--- config.mk ---
export PLATFORM = sky130hd
export DESIGN_NAME = key_led_latch
export DESIGN_NICKNAME = d
export VERILOG_FILES = /design/src/rtl/key_led_latch.sv
export SDC_FILE = /design/constraint.sdc
export NUM_CORES = 1
export LEC_CHECK = 0
export CAP_MARGIN = 20
export CELL_PAD_IN_SITES_DETAIL_PLACEMENT = 1
export CELL_PAD_IN_SITES_GLOBAL_PLACEMENT = 1
export CORE_ASPECT_RATIO = 0.5
export CORE_MARGIN = 2
export CORE_UTILIZATION = 43
export CTS_BUF_LIST = sky130_fd_sc_hd__clkbuf_8
export DETAILED_ROUTE_END_ITERATION = 7
export GPL_TIMING_DRIVEN = 0
export PLACE_DENSITY_LB_ADDON = 0.15
export SYNTH_ARGS = -nofsm -noshare
export SYNTH_HDL_FRONTEND = slang
export SYNTH_SLANG_ARGS = --single-unit
--- constraint.sdc ---
create_clock -name clk50m_i -period 1.8 [get_ports clk50m_i]
set_clock_uncertainty 0.05 [all_clocks]
set_input_delay 0.36 -clock clk50m_i [delete_from_list [all_inputs] [get_ports clk50m_i]]
set_output_delay 0.36 -clock clk50m_i [all_outputs]
set_load 0.05 [all_outputs]
--- src/rtl/key_led_latch.sv ---
// key_led_latch: per-channel key synchroniser and debouncer with one-cycle
// press pulses, driving LEDs in follow, toggle or set-latch mode.
// Pipeline: key_p0/key_p1 synchroniser -> stable_p2 debounced level ->
// press_o / led_o registered outputs.
module key_led_latch #(
    parameter int N_KEYS          = 4,
    parameter int DEBOUNCE_CYCLES = 500000,
    parameter bit KEY_ACTIVE_LOW  = 1'b1
) (
    input  logic              clk50m_i,
    input  logic              rst_n_i,
    input  logic [N_KEYS-1:0] key_i,
    input  logic [1:0]        mode_i,
    input  logic              clear_i,
    output logic [N_KEYS-1:0] press_o,
    output logic [N_KEYS-1:0] led_o
);

    localparam int CNT_W = $clog2(DEBOUNCE_CYCLES);
    localparam logic [CNT_W-1:0] CNT_LAST = CNT_W'(DEBOUNCE_CYCLES - 1);
    localparam logic [N_KEYS-1:0] RELEASED_RAW = {N_KEYS{KEY_ACTIVE_LOW}};

    typedef enum logic [1:0] {
        MODE_FOLLOW     = 2'd0,
        MODE_TOGGLE     = 2'd1,
        MODE_SET        = 2'd2,
        MODE_FOLLOW_ALT = 2'd3
    } mode_e;

    logic [N_KEYS-1:0] key_p0;
    logic [N_KEYS-1:0] key_p1;
    logic [N_KEYS-1:0] pressed_p1;
    logic [N_KEYS-1:0] stable_p2;
    logic [CNT_W-1:0]  cnt_p2 [N_KEYS];
    logic [N_KEYS-1:0] stable_d_p3;
    logic [N_KEYS-1:0] press_edge_p3;
    logic [1:0]        mode_q;

    // Next LED state once the mode has been steady for at least one cycle.
    function automatic logic [N_KEYS-1:0] led_next(
        input logic [1:0]        mode,
        input logic [N_KEYS-1:0] led_cur,
        input logic [N_KEYS-1:0] stable,
        input logic [N_KEYS-1:0] press,
        input logic              clear
    );
        logic [N_KEYS-1:0] nxt;
        nxt = stable;
        case (mode_e'(mode))
            MODE_TOGGLE: nxt = clear ? '0 : (led_cur ^ press);
            MODE_SET:    nxt = clear ? '0 : (led_cur | press);
            default:     nxt = stable;
        endcase
        return nxt;
    endfunction

    // ---- stage p0/p1: two-flop synchroniser, reset to the released level
    always_ff @(posedge clk50m_i or negedge rst_n_i) begin
        if (!rst_n_i) begin
            key_p0 <= RELEASED_RAW;
            key_p1 <= RELEASED_RAW;
        end else begin
            key_p0 <= key_i;
            key_p1 <= key_p0;
        end
    end

    // Normalise polarity so that 1 always means pressed.
    assign pressed_p1 = key_p1 ^ RELEASED_RAW;

    // ---- stage p2: debounce; a level must persist DEBOUNCE_CYCLES samples
    always_ff @(posedge clk50m_i or negedge rst_n_i) begin
        if (!rst_n_i) begin
            stable_p2 <= '0;
            for (int i = 0; i < N_KEYS; i++) begin
                cnt_p2[i] <= '0;
            end
        end else begin
            for (int i = 0; i < N_KEYS; i++) begin
                if (pressed_p1[i] == stable_p2[i]) begin
                    cnt_p2[i] <= '0;
                end else if (cnt_p2[i] != CNT_LAST) begin
                    cnt_p2[i] <= cnt_p2[i] + CNT_W'(1);
                end else begin
                    stable_p2[i] <= pressed_p1[i];
                    cnt_p2[i]    <= '0;
                end
            end
        end
    end

    // Rising edge of the debounced level; releases never produce a pulse.
    assign press_edge_p3 = stable_p2 & ~stable_d_p3;

    // ---- stage p3: registered press pulse and edge-detect history
    always_ff @(posedge clk50m_i or negedge rst_n_i) begin
        if (!rst_n_i) begin
            stable_d_p3 <= '0;
            press_o     <= '0;
        end else begin
            stable_d_p3 <= stable_p2;
            press_o     <= press_edge_p3;
        end
    end

    // ---- stage p3: LED register; a mode change blanks the LEDs for one cycle
    always_ff @(posedge clk50m_i or negedge rst_n_i) begin
        if (!rst_n_i) begin
            mode_q <= 2'd0;
            led_o  <= '0;
        end else begin
            mode_q <= mode_i;
            if (mode_i != mode_q) begin
                led_o <= '0;
            end else begin
                led_o <= led_next(mode_i, led_o, stable_p2, press_edge_p3, clear_i);
            end
        end
    end

endmodule

==> key figures <==
Worst setup path
  • Top cell by count, worst path: or4_4
  • Critical Path AT: 2.18 ns
  • R2R depth: 4
  • Required @ worst endpoint: 2.07 ns
  • CP peak stage delay: 0.58 ns
  • Crit path kind: reg2reg
  • Critical-path cell list: nand4_4, or4_4, or4_4, a21oi_2
  • Worst path bufs/invs: 0
  • Crit path capture type: register
  • CP max stage cell: or4_4
  • Setup crit start kind: register
  • FF-to-FF End: cnt_p2[55]
  • Top Family by Delay on Critical Path: simple AND/OR/NAND/NOR gates
  • Reg-to-reg critical path startpoint: cnt_p2[46]
  • Setup slack, reg-to-reg: -0.11 ns
  • Crit path max fanout: 7

Layout
  • Share of cells above drive strength 1: 35.4%
  • Multi-input logic area: 2500 um^2
  • # diodes: 0
  • Layout Nets: 588
  • Sequential Area: 2570 um^2
  • Finished Layout Cells: 719
  • Core Util, Final: 59.5%
  • Most frequent cells in the layout: dfrtp_1 (85), buf_4 (60), nor2_1 (42)
  • Fillers: 1158
  • Area Overhead vs Synth: 35.8%
  • Most common cell after layout, fill and taps aside: dfrtp_1

Drt
  • Top Layer Used: met4
  • Metal3 WL: 278 um
  • Overall routed net length: 12800 um
  • Antenna Violating Nets Remaining: 0
  • Metal-1 WL: 5650 um
  • Met2 wire len: 6590 um
  • Wire per inst: 17.8 um
  • DR iter-0 viols: 139
  • Residual DRC: 0
  • Router iterations before antenna repair: 4
  • Vias per cell: 5.39
  • Via Count: 3876

Global routing
  • GRT overflow: 0
  • First-pass GRT wire length: 20700 um
  • Vias in the first global route: 4091
  • Total GRT Usage: 21.6%
  • Initial antenna violation count: 0
  • Largest net degree at the start of global routing: 55

Logic synthesis
  • Number of synthesized flops with an enable pin: 0
  • Post-synth top area cell: dfrtp_1
  • Syn avg cell area: 10.2 um^2
  • Yosys warnings: 0
  • Post-synth ARST share: 100%
  • Number of synthesized register bits: 102
  • Mapped Cells: 468
  • Yosys top cell area share: 49.4%
  • Largest cells by area after synthesis: dfrtp_1 (49%), xnor2_1 (6.8%), nor2_1 (5.5%)
  • Mapped Area: 4760 um^2
  • Post-synthesis sequential area ratio: 53.8%
  • Net Count, Synth: 487
  • Ys flop type: dfrtp_1
  • Synth cell types: 36

STA
  • Worst-margin pin slew: 0.677 ns
  • Period utilisation layout: 106%
  • Final worst setup slack: -0.110 ns
  • Final hold vios: 0
  • Period minus WS final: 1.91 ns
  • Setup Total Neg Slack: -1.52 ns
  • Final Setup Violations: 25
  • F_max: 524 MHz
  • RSZ-0062 raised after global routing: true
  • Hold slack: 0.308 ns
  • Final max-slew violation count: 0
  • Worst slew margin: 54.9%

Die
  • Core area: 10900 um^2
  • # rows: 27
  • Die area: 12000 um^2
  • Die Height: 78.4 um
  • Initial core utilization: 43.8%
  • Chip width: 153 um
  • Total I/O pin count: 17

Pwr
  • LEAKAGE: 2.59 nW
  • Total power: 0.00421 W
  • Power per Cell Area: 651 nW/um^2
  • Maximum VDD drop: 0.000319 V

Clock network
  • Clk root buf: clkbuf_8
  • CTS tree: done
  • Clock sinks: 102
  • Number of CTS-inserted buffers: 9
  • H-tree levels: 3
  • Clk_lat worst skew: 0.38 ns
  • Clock Pin Slew Worst Setup and Hold Paths: 0.10 ns
  • Clock buffer depth: 2

Placed design
  • Post-Place Cells: 630
  • GPL Wtd Cong: 0.745
  • DP HPWL: 6940 um
  • Port bufs: 16

Run
  • # Max-Cap Violations: 0

Hold path
  • Worst hold-check path type: reg2reg
  • Hold Path Stages: 0
  • Hold path endpoint: key_p1[2]
  • HP Start: key_p0[2]

Status
  • Failing checks: negative setup slack
  • Status: finished, violations left
worst max-delay path by stage:
stage | from | to | slack (ns) | depth (start not counted)
detailed placement | cnt_p2[53] | cnt_p2[48] | -0.37 | 5
CTS | cnt_p2[25] | cnt_p2[36] | -0.12 | 5
finish | cnt_p2[46] | cnt_p2[55] | -0.11 | 4
global route | cnt_p2[38] | cnt_p2[54] | -0.19 | 5
global placement | rst_n_i | cnt_p2[12] | -3.67 | 1
floorplan | cnt_p2[44] | cnt_p2[55] | -0.1 | 5
kinds of logic after synthesis:
group,count (synthesis),share of synthesized area (%)
XOR/XNOR,57,10.5
AO/OA/AOI/OAI,49,6.43
AND/OR/NAND/NOR,212,23.2
flip-flops,102,53.8
multiplexers,2,0.420
adder cells (fa/ha/maj),10,2.63
buffers and inverters,36,3.02
layout make-up:
type | count | share of cell area [%]
Timing Repair Buffer | 94 | 12.8
Clock buffer | 9 | 1.91
Inverter | 26 | 1.51
Clock inverter | 7 | 1.24
Tap cell | 145 | 2.80
Sequential cell | 102 | 39.8
Buffer | 6 | 1.35
Multi-Input combinational cell | 330 | 38.6
through the flow:
stage,instance area [um^2],setup WS (ns)
after CTS,6000,-0.124
after global placement,5160,-3.67
after global routing,6470,-0.185
final,6470,-0.110
after floorplan,4820,-0.0996
after detailed placement,5180,-0.375
per-layer routing:
| metal | up-vias | track usage (%) |
|---|---|---|
| met4 | 0 | 5.65 |
| met5 | - | 0 |
| met2 | 41 | 38.0 |
| li1 | 1830 | - |
| met3 | 24 | 4.69 |
| met1 | 1981 | 27.5 |
registers in the layout (all words and copies together) (netlist names):
signal	cells
key_p1	4
stable_p2	4
key_p0	4
led_o	4
mode_q	2
stable_d_p3	4
press_o	4
cnt_p2	76
power by group:
part	total [W]	internal (W)	leakage, nW	switching, W
registers	0.00236	0.00233	1.37	0.0000311
clock network	0.00153	0.000660	0.0968	0.000868
logic	0.000318	0.000142	1.13	0.000176
total	0.00421	0.00313	2.59	0.00108
synthesized netlist by cell type, drive strengths merged (10+ instances only):
library cell,instances
inv,26
xnor2,37
nor3,13
o21ai,19
xor2,20
or3,12
a21oi,17
nor4,14
nor2,70
dfrtp,94
nand4,23
nand3,21
ha,10
nand2,30
what timing repair did:
item	in CTS	in global routing
gates resized for setup	64	89
hold endpoints to repair	48	0
endpoints found under the setup margin	84	77
buffers inserted	55	16
cloned	2	3
hold buffers	1	0
pin swaps	35	33
(Power assumes the default switching activity.)
